[config.mk]
export PLATFORM = sky130hd
export DESIGN_NAME = adci_serial_if_flat
export DESIGN_NICKNAME = d
export VERILOG_FILES = /design/src/rtl/adci_pkg.sv /design/src/rtl/adci_serial_if_if.sv /design/src/rtl/adci_sck_gen.sv /design/src/rtl/adci_serial_if.sv /design/src/flat_wrapper.sv
export SDC_FILE = /design/constraint.sdc
export NUM_CORES = 1
export LEC_CHECK = 0
export CORE_UTILIZATION = 36
export DETAILED_ROUTE_END_ITERATION = 12
export GPL_TIMING_DRIVEN = 0
export HOLD_SLACK_MARGIN = 0.08
export PLACE_DENSITY_LB_ADDON = 0.08
export SLEW_MARGIN = 20
export SYNTH_ARGS = -nofsm -noshare
export SYNTH_HDL_FRONTEND = slang
export SYNTH_SLANG_ARGS = --single-unit
[constraint.sdc]
create_clock -name sys_clk -period 1.85 [get_ports sys_clk]
set_input_delay 0.185 -clock sys_clk [delete_from_list [all_inputs] [get_ports sys_clk]]
set_output_delay 0.185 -clock sys_clk [all_outputs]
set_load 0.005 [all_outputs]
[src/rtl/adci_pkg.sv]
// -----------------------------------------------------------------------------
// adci_pkg
// Shared constants and types for the serial ADC interface.
//   - Frame timing defaults (SCK divider, frame length, command word,
//     result bit position, inter-frame gap, power-up settle time).
//   - Sequencer state encoding.
//   - Small helper for counter widths.
// -----------------------------------------------------------------------------
package adci_pkg;

  // sys_clk cycles per SCK period (even, >= 4)
  localparam int CLK_DIV        = 6;
  // SCK cycles per CSN-low frame
  localparam int FRAME_BITS     = 16;
  // Command shifted out on SDO, MSB first
  localparam logic [15:0] CMD_WORD = 16'hD000;
  // SCK rise index that samples the result MSB
  localparam int DATA_START     = 6;
  // sys_clk cycles CSN stays high between frames
  localparam int CS_IDLE_CYCLES = 12;
  // sys_clk cycles from enable to the first frame
  localparam int STARTUP_CYCLES = 4800;

  localparam int HALF_CYCLES    = CLK_DIV / 2;

  // Bits needed to count 0..n-1 (at least one bit)
  function automatic int cnt_width(input int n);
    return (n > 1) ? $clog2(n) : 1;
  endfunction

  // The wait counter serves both STARTUP and GAP, so size it for the longer one
  localparam int WAIT_MAX = (STARTUP_CYCLES > CS_IDLE_CYCLES) ? STARTUP_CYCLES : CS_IDLE_CYCLES;
  localparam int WAIT_W   = cnt_width(WAIT_MAX);
  localparam int BIT_W    = cnt_width(FRAME_BITS);

  typedef enum logic [1:0] {
    IDLE    = 2'd0,
    STARTUP = 2'd1,
    FRAME   = 2'd2,
    GAP     = 2'd3
  } adci_state_e;

endpackage

[src/rtl/adci_serial_if_if.sv]
// -----------------------------------------------------------------------------
// adci_serial_if_if
// Bundles the ADC serial pins and the result hand-off to the sample manager.
//   SDI       : serial data from ADC
//   SDO       : serial command to ADC
//   SCK       : serial clock to ADC, idle low
//   CSN       : ADC chip select, active low
//   DATA_READ : last captured 8-bit sample
//   RX_DONE   : one-cycle strobe, DATA_READ just updated
// master = the interface block, slave = ADC plus downstream consumer.
// -----------------------------------------------------------------------------
interface adci_serial_if_if;
  logic       SDI;
  logic       SDO;
  logic       SCK;
  logic       CSN;
  logic [7:0] DATA_READ;
  logic       RX_DONE;

  modport master (
    input  SDI,
    output SDO,
    output SCK,
    output CSN,
    output DATA_READ,
    output RX_DONE
  );

  modport slave (
    output SDI,
    input  SDO,
    input  SCK,
    input  CSN,
    input  DATA_READ,
    input  RX_DONE
  );
endinterface

[src/rtl/adci_sck_gen.sv]
// -----------------------------------------------------------------------------
// adci_sck_gen
// Produces the registered SCK from sys_clk with a half-period counter.
//   sys_clk : system clock
//   rst_n   : async active-low reset
//   i_run   : SCK runs while high; when low SCK and counter are forced to 0
//   o_sck   : registered serial clock
//   o_rise  : high in the cycle whose closing edge raises SCK
//   o_fall  : high in the cycle whose closing edge lowers SCK
// The ticks are decoded from the registers so logic clocked on the same
// sys_clk edge as the SCK transition can act on them.
// -----------------------------------------------------------------------------
module adci_sck_gen #(
  parameter int HALF_CYCLES = 3
) (
  input  logic sys_clk,
  input  logic rst_n,
  input  logic i_run,
  output logic o_sck,
  output logic o_rise,
  output logic o_fall
);

  localparam int HW = (HALF_CYCLES > 1) ? $clog2(HALF_CYCLES) : 1;

  logic [HW-1:0] r_half_cnt;
  logic          r_sck;
  logic          w_wrap;

  assign w_wrap = (r_half_cnt == HW'(HALF_CYCLES - 1));

  // Half-period counter and SCK toggle; idle low whenever not running
  always_ff @(posedge sys_clk or negedge rst_n) begin
    if (!rst_n) begin
      r_half_cnt <= '0;
      r_sck      <= 1'b0;
    end else if (!i_run) begin
      r_half_cnt <= '0;
      r_sck      <= 1'b0;
    end else if (w_wrap) begin
      r_half_cnt <= '0;
      r_sck      <= ~r_sck;
    end else begin
      r_half_cnt <= r_half_cnt + HW'(1);
    end
  end

  assign o_sck  = r_sck;
  assign o_rise = i_run & w_wrap & ~r_sck;
  assign o_fall = i_run & w_wrap &  r_sck;

endmodule

[src/rtl/adci_serial_if.sv]
// -----------------------------------------------------------------------------
// adci_serial_if
// SPI mode-0 master for an external 8-bit serial ADC.
//   sys_clk : system clock, sole clock
//   rst_n   : async active-low reset
//   en      : run enable; low returns to IDLE on the next edge
//   bus     : adci_serial_if_if.master (SDI in; SDO, SCK, CSN, DATA_READ,
//             RX_DONE out, all registered)
// After enable, waits the ADC power-up time, then repeats CSN-low frames of
// FRAME_BITS SCK cycles separated by a CS_IDLE_CYCLES gap. Each completed
// frame loads DATA_READ and pulses RX_DONE on the edge CSN rises.
// -----------------------------------------------------------------------------
module adci_serial_if
  import adci_pkg::*;
(
  input  logic             sys_clk,
  input  logic             rst_n,
  input  logic             en,
  adci_serial_if_if.master bus
);

  adci_state_e r_state;
  adci_state_e w_state_nxt;

  logic [WAIT_W-1:0]     r_wait_cnt;
  logic [BIT_W-1:0]      r_bit_cnt;
  logic [FRAME_BITS-1:0] r_tx_shift;
  logic [7:0]            r_rx_shift;
  logic [7:0]            r_data;
  logic                  r_csn;
  logic                  r_rx_done;

  logic w_run;
  logic w_sck;
  logic w_rise;
  logic w_fall;
  logic w_last_fall;
  logic w_in_window;
  logic w_csn_nxt;
  logic w_rx_done_nxt;

  // SCK only runs inside a frame; dropping en stops it on the same edge
  assign w_run = (r_state == FRAME) & en;

  adci_sck_gen #(
    .HALF_CYCLES(HALF_CYCLES)
  ) u_sck_gen (
    .sys_clk(sys_clk),
    .rst_n  (rst_n),
    .i_run  (w_run),
    .o_sck  (w_sck),
    .o_rise (w_rise),
    .o_fall (w_fall)
  );

  // r_bit_cnt counts falls, so during rise k it still holds k
  assign w_last_fall = w_fall & (r_bit_cnt == BIT_W'(FRAME_BITS - 1));
  assign w_in_window = (r_bit_cnt >= BIT_W'(DATA_START)) &
                       (r_bit_cnt <  BIT_W'(DATA_START + 8));

  // FSM state register
  always_ff @(posedge sys_clk or negedge rst_n) begin
    if (!rst_n) begin
      r_state <= IDLE;
    end else begin
      r_state <= w_state_nxt;
    end
  end

  // FSM next-state logic
  always_comb begin
    w_state_nxt = r_state;
    case (r_state)
      IDLE: begin
        if (en) w_state_nxt = STARTUP;
        else    w_state_nxt = IDLE;
      end
      STARTUP: begin
        if (!en)                                            w_state_nxt = IDLE;
        else if (r_wait_cnt == WAIT_W'(STARTUP_CYCLES - 1)) w_state_nxt = FRAME;
        else                                                w_state_nxt = STARTUP;
      end
      FRAME: begin
        if (!en)              w_state_nxt = IDLE;
        else if (w_last_fall) w_state_nxt = GAP;
        else                  w_state_nxt = FRAME;
      end
      GAP: begin
        if (!en)                                            w_state_nxt = IDLE;
        else if (r_wait_cnt == WAIT_W'(CS_IDLE_CYCLES - 1)) w_state_nxt = FRAME;
        else                                                w_state_nxt = GAP;
      end
      default: w_state_nxt = IDLE;
    endcase
  end

  // FSM outputs, computed for the coming edge so the pins are registered
  always_comb begin
    w_csn_nxt     = 1'b1;
    w_rx_done_nxt = 1'b0;
    if (w_state_nxt == FRAME) begin
      w_csn_nxt = 1'b0;
    end else begin
      w_csn_nxt = 1'b1;
    end
    if (w_last_fall) begin
      w_rx_done_nxt = 1'b1;
    end else begin
      w_rx_done_nxt = 1'b0;
    end
  end

  // STARTUP / GAP wait counter, restarted on every state change
  always_ff @(posedge sys_clk or negedge rst_n) begin
    if (!rst_n) begin
      r_wait_cnt <= '0;
    end else if (w_state_nxt != r_state) begin
      r_wait_cnt <= '0;
    end else if ((r_state == STARTUP) || (r_state == GAP)) begin
      r_wait_cnt <= r_wait_cnt + WAIT_W'(1);
    end else begin
      r_wait_cnt <= '0;
    end
  end

  // Bit counter: number of SCK falls seen in the current frame
  always_ff @(posedge sys_clk or negedge rst_n) begin
    if (!rst_n) begin
      r_bit_cnt <= '0;
    end else if (w_state_nxt != FRAME) begin
      r_bit_cnt <= '0;
    end else if (w_fall) begin
      r_bit_cnt <= r_bit_cnt + BIT_W'(1);
    end else begin
      r_bit_cnt <= r_bit_cnt;
    end
  end

  // Command shifter: MSB is on SDO from CSN fall, advances on each SCK fall
  always_ff @(posedge sys_clk or negedge rst_n) begin
    if (!rst_n) begin
      r_tx_shift <= '0;
    end else if (w_state_nxt != FRAME) begin
      r_tx_shift <= '0;
    end else if (r_state != FRAME) begin
      r_tx_shift <= CMD_WORD;
    end else if (w_fall) begin
      r_tx_shift <= {r_tx_shift[FRAME_BITS-2:0], 1'b0};
    end else begin
      r_tx_shift <= r_tx_shift;
    end
  end

  // Result capture: only the 8 rises holding the sample are kept, MSB first
  always_ff @(posedge sys_clk or negedge rst_n) begin
    if (!rst_n) begin
      r_rx_shift <= 8'h00;
    end else if (w_rise && w_in_window) begin
      r_rx_shift <= {r_rx_shift[6:0], bus.SDI};
    end else begin
      r_rx_shift <= r_rx_shift;
    end
  end

  // Output registers: CSN, RX_DONE strobe and held sample
  always_ff @(posedge sys_clk or negedge rst_n) begin
    if (!rst_n) begin
      r_csn     <= 1'b1;
      r_rx_done <= 1'b0;
      r_data    <= 8'h00;
    end else begin
      r_csn     <= w_csn_nxt;
      r_rx_done <= w_rx_done_nxt;
      if (w_rx_done_nxt) begin
        r_data <= r_rx_shift;
      end else begin
        r_data <= r_data;
      end
    end
  end

  assign bus.SDO       = r_tx_shift[FRAME_BITS-1];
  assign bus.SCK       = w_sck;
  assign bus.CSN       = r_csn;
  assign bus.DATA_READ = r_data;
  assign bus.RX_DONE   = r_rx_done;

endmodule

[src/flat_wrapper.sv]
// flat-port wrapper written by rule: the top's interface ports become plain ports
module adci_serial_if_flat import adci_pkg::*;
  (sys_clk, rst_n, en, bus_SDI, bus_SDO, bus_SCK, bus_CSN, bus_DATA_READ, bus_RX_DONE);
  adci_serial_if_if bus_i ();
  input  logic sys_clk;
  input  logic rst_n;
  input  logic en;
  input wire logic [$bits(bus_i.SDI)-1:0] bus_SDI;
  output wire logic [$bits(bus_i.SDO)-1:0] bus_SDO;
  output wire logic [$bits(bus_i.SCK)-1:0] bus_SCK;
  output wire logic [$bits(bus_i.CSN)-1:0] bus_CSN;
  output wire logic [$bits(bus_i.DATA_READ)-1:0] bus_DATA_READ;
  output wire logic [$bits(bus_i.RX_DONE)-1:0] bus_RX_DONE;
  assign bus_i.SDI = bus_SDI;
  assign bus_SDO = bus_i.SDO;
  assign bus_SCK = bus_i.SCK;
  assign bus_CSN = bus_i.CSN;
  assign bus_DATA_READ = bus_i.DATA_READ;
  assign bus_RX_DONE = bus_i.RX_DONE;
  adci_serial_if u_core (.sys_clk(sys_clk), .rst_n(rst_n), .en(en), .bus(bus_i));
endmodule
* Yosys cells after proc, flatten, opt, wreduce, memory -nomap -nowiden
Cells that the tools add are included. Widths: inputs -> output; s select.
Storage, ports and cells: flip-flop bits (word level) 56, input bits 4, output and inout bits 12, logic and storage cells 60
Operators by class: $add $sub $neg 3, order comparisons 2, equality and inequality tests 12, multiplexer cells 21, bitwise operators 7, reduce and logical (&&, ||, !) cells 5
Operators with widths (count):
- $mux 16 | 3
- $mux 13 | 2
- $add 13x1->13 const B | 1
- $eq 13x13->1 const B | 1
- $eq 13x4->1 const B | 1
- $mux 2 | 6
- $eq 2x2->1 const B | 4
- $mux 4 | 2
- $pmux 2 s4 | 1
- $mux 1 | 7
- $and 1x1->1 | 6
- $add 4x1->4 const B | 1
- $eq 4x4->1 const B | 1
- $ge 4x3->1 const B | 1
- $lt 4x4->1 const B | 1
- $ne 2x2->1 const B | 2
- $reduce_bool 3->1 | 1
- $add 2x1->2 const B | 1
- $eq 2x1->1 const B | 1
- $logic_not 2->1 | 1
- $ne 2x1->1 const B | 1
- $ne 2x2->1 | 1
- $reduce_bool 2->1 | 1
- $logic_and 1x1->1 | 1
- 2 further kinds | 2

* Depth between registers and ports, before layout
Gate-level depths: netlist of the first run.
word-level depth 10, mapped depth 6, mapped depth without buffers 5

* Hierarchy
From an unflattened synthesis of the first run, not the netlist that was laid out.
Second synthesis, totals: cell total of the unflattened synthesis 187, area total of the unflattened synthesis 2093.3 um^2
By module, submodules not included:
- adci_serial_if | instances 1, cells an instance 176, area an instance 1953.1 um^2, seq. area each 1027.2 um^2
- adci_sck_gen | instances 1, cells an instance 11, area an instance 140.1 um^2, seq. area each 75.1 um^2

* Worst setup path after synthesis of the first run
OpenSTA, ideal clock, no wires.
path kind reg2reg, from reg u_core.r_state[0], to reg u_core.r_rx_shift[0], library setup time 0.125 ns, arrival time 1.531 ns, data required time 1.725 ns, slack 0.194 ns, stages on the path, launching flop included 5, path buffers 1, period minus slack after synthesis 1.656 ns, path through dfrtp_1 > nand3b_1 > or4b_1 > buf_6 > mux2_4
Between the ends: cells in the longest elaborated chain, start to end 5
RTL lines:
- from (decl) | line adci_serial_if.sv:22 | adci_state_e r_state;
- from (signal assigned) | line adci_serial_if.sv:66 | r_state <= w_state_nxt;
- $eq 2x2->1 | line adci_serial_if.sv:43 | assign w_run = (r_state == FRAME) & en;
- $and 1x1->1 | line adci_serial_if.sv:43
- $and 1x1->1 (2 in series) | line adci_sck_gen.sv:49 | assign o_rise = i_run & w_wrap & ~r_sck;
- $logic_and 1x1->1 | line adci_serial_if.sv:158 | end else if (w_rise && w_in_window) begin
- to (signal assigned) | line adci_serial_if.sv:159 | r_rx_shift <= {r_rx_shift[6:0], bus.SDI};
- to (signal assigned) | line adci_serial_if.sv:161 | r_rx_shift <= r_rx_shift;
- to (decl) | line adci_serial_if.sv:28 | logic [7:0] r_rx_shift;
No other way between the ends. A chain may end at the register's enable or synchronous reset.

* Final worst setup path of the first run
Same ends and word-level chain as after synthesis.

==> run_summary.xml, run 1 <==
<?xml version="1.0" encoding="UTF-8"?>
<metrics>
  <group name="run_status">
    <metric name="run_status" unit="">finished clean</metric>
  </group>
  <group name="sta">
    <metric name="tightestPinTransition" unit="ns">0.554</metric>
    <metric name="timing_max_transition_violations_final" unit="">0</metric>
    <metric name="share_of_the_clock_period_used_by_the_worst_path_after_layout" unit="%">97.5</metric>
    <metric name="finalHoldViolCount" unit="">0</metric>
    <metric name="setup_failing_eps_final" unit="">0</metric>
    <metric name="worst_setup_skew_after_layout" unit="ns">0.00928</metric>
    <metric name="slew_headroom" unit="%">63.1</metric>
    <metric name="fmaxAchievable" unit="MHz">555</metric>
    <metric name="finalCriticalPeriod" unit="ns">1.80</metric>
    <metric name="holdWs" unit="ns">0.414</metric>
  </group>
  <group name="cts">
    <metric name="numCtsBuffers" unit="">5</metric>
    <metric name="clk_root_buffer_cell" unit="">sky130_fd_sc_hd__clkbuf_8</metric>
    <metric name="insertion_delay" unit="ns">0.29</metric>
    <metric name="clkTransAtPathRegs" unit="ns">0.08</metric>
    <metric name="tritoncts_clock_tree" unit="">built</metric>
    <metric name="clock_sink_count" unit="">44</metric>
    <metric name="cts-root-to-sink-buffers" unit="">2</metric>
    <metric name="htree_num_levels" unit="">2</metric>
  </group>
  <group name="global_routing">
    <metric name="grt_max_degree" unit="">24</metric>
    <metric name="grt_first_pass_wirelength" unit="µm">6130</metric>
    <metric name="grt_use_met2" unit="%">21.0</metric>
    <metric name="grt_antenna_before_repair" unit="">0</metric>
    <metric name="grt_overflow" unit="">0</metric>
    <metric name="grtUsageTotal" unit="%">13.3</metric>
    <metric name="via_count_of_the_first_global_routing_pass" unit="">1300</metric>
    <metric name="global_route.peak_usage_layer" unit="">met2</metric>
    <metric name="grt_util_met3" unit="%">3.71</metric>
    <metric name="met1_usage" unit="%">17.5</metric>
  </group>
  <group name="floorplanning">
    <metric name="placeable_core_region" unit="µm²">5200</metric>
    <metric name="die_w" unit="µm">76.1</metric>
    <metric name="area_of_the_die" unit="µm²">5790</metric>
    <metric name="die_h" unit="µm">76.1</metric>
    <metric name="io_pins" unit="">16</metric>
    <metric name="placementRows" unit="">26</metric>
    <metric name="start_util" unit="%">38.0</metric>
  </group>
  <group name="yosys">
    <metric name="synth_nets" unit="">170</metric>
    <metric name="postSynth.asyncResetShare" unit="%">100</metric>
    <metric name="dominantRegCellSynth" unit="">sky130_fd_sc_hd__dfrtp_1</metric>
    <metric name="syn_inst" unit="">164</metric>
    <metric name="warning_count_from_the_yosys_run" unit="">0</metric>
    <metric name="yosys.cell_types.count" unit="">41</metric>
    <metric name="yosysSeqAreaShare" unit="%">55.8</metric>
    <metric name="netlist_area" unit="µm²">1980</metric>
    <metric name="ys_ff_latch" unit="">44</metric>
    <metric name="synth-edff-count" unit="">0</metric>
    <metric name="postSynthAreaPerCell" unit="µm²">12.1</metric>
  </group>
  <group name="worst_setup_path">
    <metric name="cpPeakStageDelay" unit="ns">0.55</metric>
    <metric name="cp_data_required_time" unit="ns">2.03</metric>
    <metric name="arrival" unit="ns">1.98</metric>
    <metric name="end_kind" unit="">register</metric>
    <metric name="worstPathBufferInverterCount" unit="">1</metric>
    <metric name="cp_max_fo" unit="">8</metric>
    <metric name="timing.setup.critical_path_class" unit="">reg -&gt; reg</metric>
    <metric name="timing.critical_path.from_type" unit="">register</metric>
    <metric name="critPathTopFamily" unit="">simple AND/OR/NAND/NOR gates</metric>
    <metric name="slowest_cell_on_the_critical_path" unit="">sky130_fd_sc_hd__or4b_4</metric>
    <metric name="critical_path.cell_chain" unit="">nand3b_1 &gt; or4b_4 &gt; buf_6 &gt; mux2_4</metric>
  </group>
  <group name="power_and_ir_drop">
    <metric name="vdd.ir_drop.worst" unit="µV">287</metric>
    <metric name="leakagePower" unit="nW">1.08</metric>
    <metric name="power.density" unit="nW/µm²">650</metric>
  </group>
  <group name="drt">
    <metric name="via_count" unit="">1311</metric>
    <metric name="firstDrtPassIters" unit="">4</metric>
    <metric name="detail-route-antenna-nets" unit="">0</metric>
    <metric name="iteration_0_drc_markers" unit="">39</metric>
    <metric name="drt-total-wl" unit="µm">3570</metric>
    <metric name="avgRoutedWirePerCell" unit="µm">13.6</metric>
    <metric name="drt_drc_violations_left" unit="">0</metric>
    <metric name="vias_per_cell" unit="">4.98</metric>
  </group>
  <group name="layout">
    <metric name="layoutNonFillerInstCount" unit="">263</metric>
    <metric name="fill_cell_total_of_the_finished_layout" unit="">510</metric>
    <metric name="antenna_cells_inserted" unit="">0</metric>
    <metric name="layout_common_cells" unit="">sky130_fd_sc_hd__dfrtp_1 (43), sky130_fd_sc_hd__nor2_1 (14), sky130_fd_sc_hd__clkdlybuf4s50_1 (14)</metric>
    <metric name="num-nets-final" unit="">199</metric>
    <metric name="most_frequent_standard_cell_in_the_layout_excluding_fill_and_tap_cells" unit="">sky130_fd_sc_hd__dfrtp_1</metric>
    <metric name="areaGrowthSynthToFinish" unit="%">22.1</metric>
    <metric name="fraction_of_final_layout_cells_with_drive_strength_greater_than_1" unit="%">24.9</metric>
  </group>
  <group name="hold_path">
    <metric name="worst_hold_path_type" unit="">in -&gt; async</metric>
  </group>
  <group name="placement">
    <metric name="dp.cells" unit="">250</metric>
    <metric name="io_buffers" unit="">15</metric>
    <metric name="globalplace.congestion" unit="">0.786</metric>
    <metric name="dp_hpwl" unit="µm">2480</metric>
  </group>
  <group name="flow_run">
    <metric name="max_cap_viol_count" unit="">0</metric>
  </group>
</metrics>
final timing paths:
path,start,endpoint,slack [ns],cells past startpoint
hold / removal,rst_n,u_core.r_wait_cnt[12],0.41,2
setup reg to reg,u_core.r_state[0],u_core.r_rx_shift[0],0.05,4
hold reg to reg,u_core.u_sck_gen.r_half_cnt[0],u_core.u_sck_gen.r_half_cnt[0],0.50,1
max in group asynchronous,rst_n,u_core.r_wait_cnt[7],0.93,3
setup / recovery,u_core.r_state[0],u_core.r_rx_shift[0],0.05,4
min in group sys_clk,u_core.u_sck_gen.r_half_cnt[0],u_core.u_sck_gen.r_half_cnt[0],0.50,1
registers in the layout, summed over array words and instances (netlist names):
| name | cells |
|---|---|
| u_core.r_wait_cnt | 13 |
| u_core.bus.CSN | 1 |
| u_core.bus.DATA_READ | 8 |
| u_core.u_sck_gen.r_half_cnt | 2 |
| u_core.r_tx_shift | 4 |
| u_core.u_sck_gen.o_sck | 1 |
| u_core.r_rx_shift | 8 |
| u_core.r_state | 2 |
| u_core.bus.RX_DONE | 1 |
| u_core.r_bit_cnt | 4 |
cell type report:
class / count / area [µm²] / area share [%]
Tap cell: 70 / 87.6 / 3.63
Buffer: 7 / 42.5 / 1.76
Inverter: 4 / 15.0 / 0.622
Clock inverter: 1 / 5.00 / 0.207
Multi-Input combinational cell: 109 / 868 / 36.0
Timing Repair Buffer: 22 / 220 / 9.12
Sequential cell: 44 / 1100 / 45.7
Clock buffer: 6 / 72.6 / 3.01
what timing repair did:
action,CTS,global route
pin swaps,0,1
endpoints found under the hold margin,20,0
setup buffers,0,5
endpoints found under the setup margin,5,34
gates resized for setup,2,7
hold buffers,1,0
worst register-to-register path, cell delays in order (launching register included):
cell and delay (ns):
sky130_fd_sc_hd__dfrtp_1 0.41, sky130_fd_sc_hd__nand3b_1 0.26, sky130_fd_sc_hd__or4b_4 0.56, sky130_fd_sc_hd__buf_6 0.17, sky130_fd_sc_hd__mux2_4 0.30
cells in the mapped netlist, drive strengths merged, types with 2 or more instances:
| cell | count | area (µm²) |
|---|---|---|
| dfrtp | 43 | 1080 |
| mux2 | 16 | 210 |
| nor2 | 15 | 56.3 |
| xor2 | 10 | 87.6 |
| nand2 | 8 | 32.5 |
| nor3 | 8 | 40.0 |
| nand3 | 7 | 35.0 |
| buf | 6 | 36.3 |
| xnor2 | 5 | 43.8 |
| and3 | 4 | 25.0 |
| inv | 4 | 15.0 |
| nand4 | 4 | 25.0 |
| o21ai | 4 | 20.0 |
| a211oi | 2 | 20.0 |
| a311oi | 2 | 17.5 |
| and2 | 2 | 12.5 |
| ha | 2 | 25.0 |
| nand3b | 2 | 15.0 |
| nor4 | 2 | 25.0 |
logic make-up after synthesis:
family,count (synthesis),synth area share (%)
compound gates,15,5.70
xor+xnor,15,6.65
buf+inv,11,2.78
flops,44,55.8
fa+ha+maj,2,1.27
mux,17,11.1
simple gates,60,16.7
where the power goes:
group / leakage, nW / switching [mW] / internal (mW)
Clock: 0.0410 / 0.297 / 0.257
Combinational: 0.426 / 0.0286 / 0.0179
Sequential: 0.608 / 0.00344 / 0.964
Total: 1.08 / 0.329 / 1.24
metrics by stage:
step	instance area (µm²)	setup WS [ns]	power, mW	TNS, ns	utilization, %
after global routing	2410	-0.00103	1.64	-0.00103	46.4
final	2410	0.0467	1.57	0	46.4
after floorplan	1980	0.194	0.994	0	-
after global placement	2210	-0.545	1.02	-26.07	42.5
after detailed placement	2240	-0.207	1.03	-3.06	43.0
after CTS	2330	0.00741	1.60	0	44.8
per-layer routing:
| layer | vias to the layer above | routed length [µm] |
|---|---|---|
| met5 | - | 0 |
| met4 | 0 | 43 |
| met3 | 4 | 138 |
| met2 | 24 | 1670 |
| met1 | 656 | 1710 |
| li1 | 627 | - |
(Power assumes the default switching activity.)
==> run 2, diff against run 1 <==
--- a/config.mk
+++ b/config.mk
@@ -5,7 +5,9 @@
 export SDC_FILE = /design/constraint.sdc
 export NUM_CORES = 1
 export LEC_CHECK = 0
+export CORE_MARGIN = 3
 export CORE_UTILIZATION = 36
+export CTS_CLUSTER_DIAMETER = 30
 export DETAILED_ROUTE_END_ITERATION = 12
 export GPL_TIMING_DRIVEN = 0
 export HOLD_SLACK_MARGIN = 0.08
==> constraint.sdc (replaced) <==
create_clock -name sys_clk -period 2.15 [get_ports sys_clk]
set_input_delay 0.215 -clock sys_clk [delete_from_list [all_inputs] [get_ports sys_clk]]
set_output_delay 0.215 -clock sys_clk [all_outputs]
set_load 0.005 [all_outputs]
==> run 2 against run 1 <==
Clock-buffer cell count is 1 lower. Cell count is 1.5% lower. Non-clock buffer count is 5 lower. Critical path depth stayed put. Total power is 10% higher. Worst hold slack better by 0.025 ns. Sequential cell count stayed put. Via count is 0.53% higher. Routed wire length is 3.7% higher. Design area is 0.31% lower. Largest power group is now the clock network.
==> run_summary.xml, run 2 (synthesis gave the netlist of run 1 again) <==
<?xml version="1.0" encoding="UTF-8"?>
<metrics>
  <group name="power_and_ir_drop">
    <metric name="leakagePower" unit="nW">1.08</metric>
    <metric name="power.density" unit="nW/µm²">720</metric>
    <metric name="seqPwrFrac" unit="%">48.0</metric>
    <metric name="power.combinational.fraction" unit="%">2.2</metric>
    <metric name="totalPowerFinal" unit="mW">1.73</metric>
    <metric name="power.share.clock" unit="%">49.8</metric>
    <metric name="vdd.ir_drop.worst" unit="µV">324</metric>
    <metric name="sw_ratio" unit="%">17.8</metric>
    <metric name="p_int" unit="mW">1.42</metric>
    <metric name="power_switching" unit="µW">308</metric>
  </group>
  <group name="cts">
    <metric name="clk_root_buffer_cell" unit="">sky130_fd_sc_hd__clkbuf_8</metric>
    <metric name="tritoncts_clock_tree" unit="">built</metric>
    <metric name="numCtsBuffers" unit="">5</metric>
    <metric name="cts_resized" unit="">0</metric>
    <metric name="clock_sink_count" unit="">44</metric>
    <metric name="post-cts-setup-buffers" unit="">0</metric>
    <metric name="htree_num_levels" unit="">2</metric>
    <metric name="cts-hold-fix-buffers" unit="">1</metric>
    <metric name="insertion_delay" unit="ns">0.29</metric>
    <metric name="clkTransAtPathRegs" unit="ns">0.08</metric>
    <metric name="cts-root-to-sink-buffers" unit="">2</metric>
  </group>
  <group name="drt">
    <metric name="detail-route-antenna-nets" unit="">0</metric>
    <metric name="drt_drc_violations_left" unit="">0</metric>
    <metric name="iteration_0_drc_markers" unit="">63</metric>
    <metric name="firstDrtPassIters" unit="">4</metric>
    <metric name="avgRoutedWirePerCell" unit="µm">14.3</metric>
    <metric name="drt-total-wl" unit="µm">3700</metric>
    <metric name="via_count" unit="">1318</metric>
    <metric name="vias_per_cell" unit="">5.09</metric>
  </group>
  <group name="worst_setup_path">
    <metric name="worstPathBufferInverterCount" unit="">1</metric>
    <metric name="cp_max_fo" unit="">10</metric>
    <metric name="critPathTopFamily" unit="">simple AND/OR/NAND/NOR gates</metric>
    <metric name="slowest_cell_on_the_critical_path" unit="">sky130_fd_sc_hd__dfrtp_1</metric>
    <metric name="cpPeakStageDelay" unit="ns">0.42</metric>
    <metric name="end_kind" unit="">register</metric>
    <metric name="cp_data_required_time" unit="ns">2.33</metric>
    <metric name="arrival" unit="ns">2.07</metric>
    <metric name="critical_path.cell_chain" unit="">nand3b_1 &gt; nor3_1 &gt; buf_2 &gt; mux2_2</metric>
    <metric name="timing.setup.critical_path_class" unit="">reg -&gt; reg</metric>
    <metric name="timing.critical_path.from_type" unit="">register</metric>
  </group>
  <group name="global_routing">
    <metric name="grt_use_met2" unit="%">19.9</metric>
    <metric name="global_route.peak_usage_layer" unit="">met2</metric>
    <metric name="grt_max_degree" unit="">24</metric>
    <metric name="via_count_of_the_first_global_routing_pass" unit="">1327</metric>
    <metric name="grtUsageTotal" unit="%">13.0</metric>
    <metric name="grt_overflow" unit="">0</metric>
    <metric name="grt_antenna_before_repair" unit="">0</metric>
    <metric name="grt_util_met3" unit="%">3.81</metric>
    <metric name="grt_first_pass_wirelength" unit="µm">6440</metric>
    <metric name="met1_usage" unit="%">17.5</metric>
  </group>
  <group name="layout">
    <metric name="most_frequent_standard_cell_in_the_layout_excluding_fill_and_tap_cells" unit="">sky130_fd_sc_hd__dfrtp_1</metric>
    <metric name="antenna_cells_inserted" unit="">0</metric>
    <metric name="registers.top_by_ff_count" unit="">u_core.r_wait_cnt</metric>
    <metric name="layout_common_cells" unit="">sky130_fd_sc_hd__dfrtp_1 (43), sky130_fd_sc_hd__nor2_1 (15), sky130_fd_sc_hd__clkdlybuf4s50_1 (14)</metric>
    <metric name="largest_register_ff_count" unit="">13</metric>
    <metric name="areaGrowthSynthToFinish" unit="%">21.7</metric>
    <metric name="fraction_of_final_layout_cells_with_drive_strength_greater_than_1" unit="%">21.2</metric>
    <metric name="num-nets-final" unit="">194</metric>
    <metric name="fill_cell_total_of_the_finished_layout" unit="">493</metric>
    <metric name="finalInstanceArea" unit="µm²">2410</metric>
  </group>
  <group name="sta">
    <metric name="layout_setup_ws" unit="ns">0.258</metric>
    <metric name="holdWs" unit="ns">0.439</metric>
    <metric name="slew_headroom" unit="%">62.7</metric>
    <metric name="worst_setup_skew_after_layout" unit="ns">0.00379</metric>
    <metric name="tightestPinTransition" unit="ns">0.560</metric>
    <metric name="finalCriticalPeriod" unit="ns">1.89</metric>
    <metric name="share_of_the_clock_period_used_by_the_worst_path_after_layout" unit="%">88.0</metric>
    <metric name="timing_max_transition_violations_final" unit="">0</metric>
    <metric name="fmaxAchievable" unit="MHz">529</metric>
    <metric name="setup_failing_eps_final" unit="">0</metric>
    <metric name="grt_setup_unrepaired" unit="">false</metric>
    <metric name="fin_tns_setup" unit="ns">0</metric>
    <metric name="finalHoldViolCount" unit="">0</metric>
  </group>
  <group name="floorplanning">
    <metric name="start_util" unit="%">38.0</metric>
    <metric name="placeable_core_region" unit="µm²">5200</metric>
    <metric name="area_of_the_die" unit="µm²">6420</metric>
    <metric name="placementRows" unit="">26</metric>
    <metric name="io_pins" unit="">16</metric>
    <metric name="die_h" unit="µm">80.1</metric>
    <metric name="die_w" unit="µm">80.1</metric>
  </group>
  <group name="placement">
    <metric name="dpl_cell_area" unit="µm²">2240</metric>
    <metric name="dp_hpwl" unit="µm">2650</metric>
    <metric name="io_buffers" unit="">15</metric>
    <metric name="globalplace.congestion" unit="">0.858</metric>
    <metric name="pre_cts_ws" unit="ns">0.0858</metric>
  </group>
  <group name="run_status">
    <metric name="run_status" unit="">finished clean</metric>
  </group>
  <group name="flow_run">
    <metric name="max_cap_viol_count" unit="">0</metric>
  </group>
  <group name="hold_path">
    <metric name="worst_hold_path_type" unit="">in -&gt; async</metric>
  </group>
</metrics>
==> run 2: changes by cell type in the layout (fill, tap and decap cells not counted), sizes merged <==
cell	delta
clkbuf	-1
bufinv	+3
buf	-5
clkinv	-1
==> run 2: power groups by stage <==
stage          registers (mW)  logic (mW)  clock network (mW)
2_1_floorplan           0.848     0.00761                   0
6_report                0.832      0.0379               0.862
4_1_cts                 0.832      0.0400               0.888
3_5_place_dp            0.848      0.0385                   0
5_1_grt                 0.832      0.0438               0.934
3_3_place_gp            0.848      0.0316                   0
==> run 2: worst paths after layout <==
check | end | startpoint | cells after the start | slack [ns]
setup / recovery | u_core.bus.DATA_READ[2] | u_core.u_sck_gen.r_half_cnt[0] | 4 | 0.26
hold / removal | u_core.bus.DATA_READ[3] | rst_n | 2 | 0.44
setup reg to reg | u_core.bus.DATA_READ[2] | u_core.u_sck_gen.r_half_cnt[0] | 4 | 0.26
hold reg to reg | u_core.r_wait_cnt[0] | u_core.r_wait_cnt[0] | 1 | 0.45
max in group asynchronous | u_core.r_wait_cnt[6] | rst_n | 3 | 1.21
min in group sys_clk | u_core.r_wait_cnt[0] | u_core.r_wait_cnt[0] | 1 | 0.45
==> run 2: worst reg2reg max path, cell delays in order, from the launching register on <==
cell	delay, ns
sky130_fd_sc_hd__dfrtp_1	0.42
sky130_fd_sc_hd__nand3b_1	0.32
sky130_fd_sc_hd__nor3_1	0.34
sky130_fd_sc_hd__buf_2	0.33
sky130_fd_sc_hd__mux2_2	0.38
==> run 2: final cells by class <==
cell class                      count  area (µm²)  area share (%)
Buffer                              7        40.0            1.66
Clock buffer                        5        68.8            2.86
Clock inverter                      3        90.1            3.74
Inverter                            4        15.0           0.624
Multi-Input combinational cell    109         820            34.1
Sequential cell                    44        1100            45.8
Tap cell                           70        87.6            3.64
Timing Repair Buffer               17         183            7.59
==> run 2: through the flow <==
step	util [%]	cells
floorplan	-	164
global placement	42.5	249
detailed placement	43.0	250
CTS	46.2	259
global route	46.2	259
finish	46.2	259
==> run 2: layer usage <==
metal,share of wire [%],vias to the layer above
met4,0.54,0
met1,48,673
met5,0,-
met3,3.1,2
met2,48,20
li1,-,623
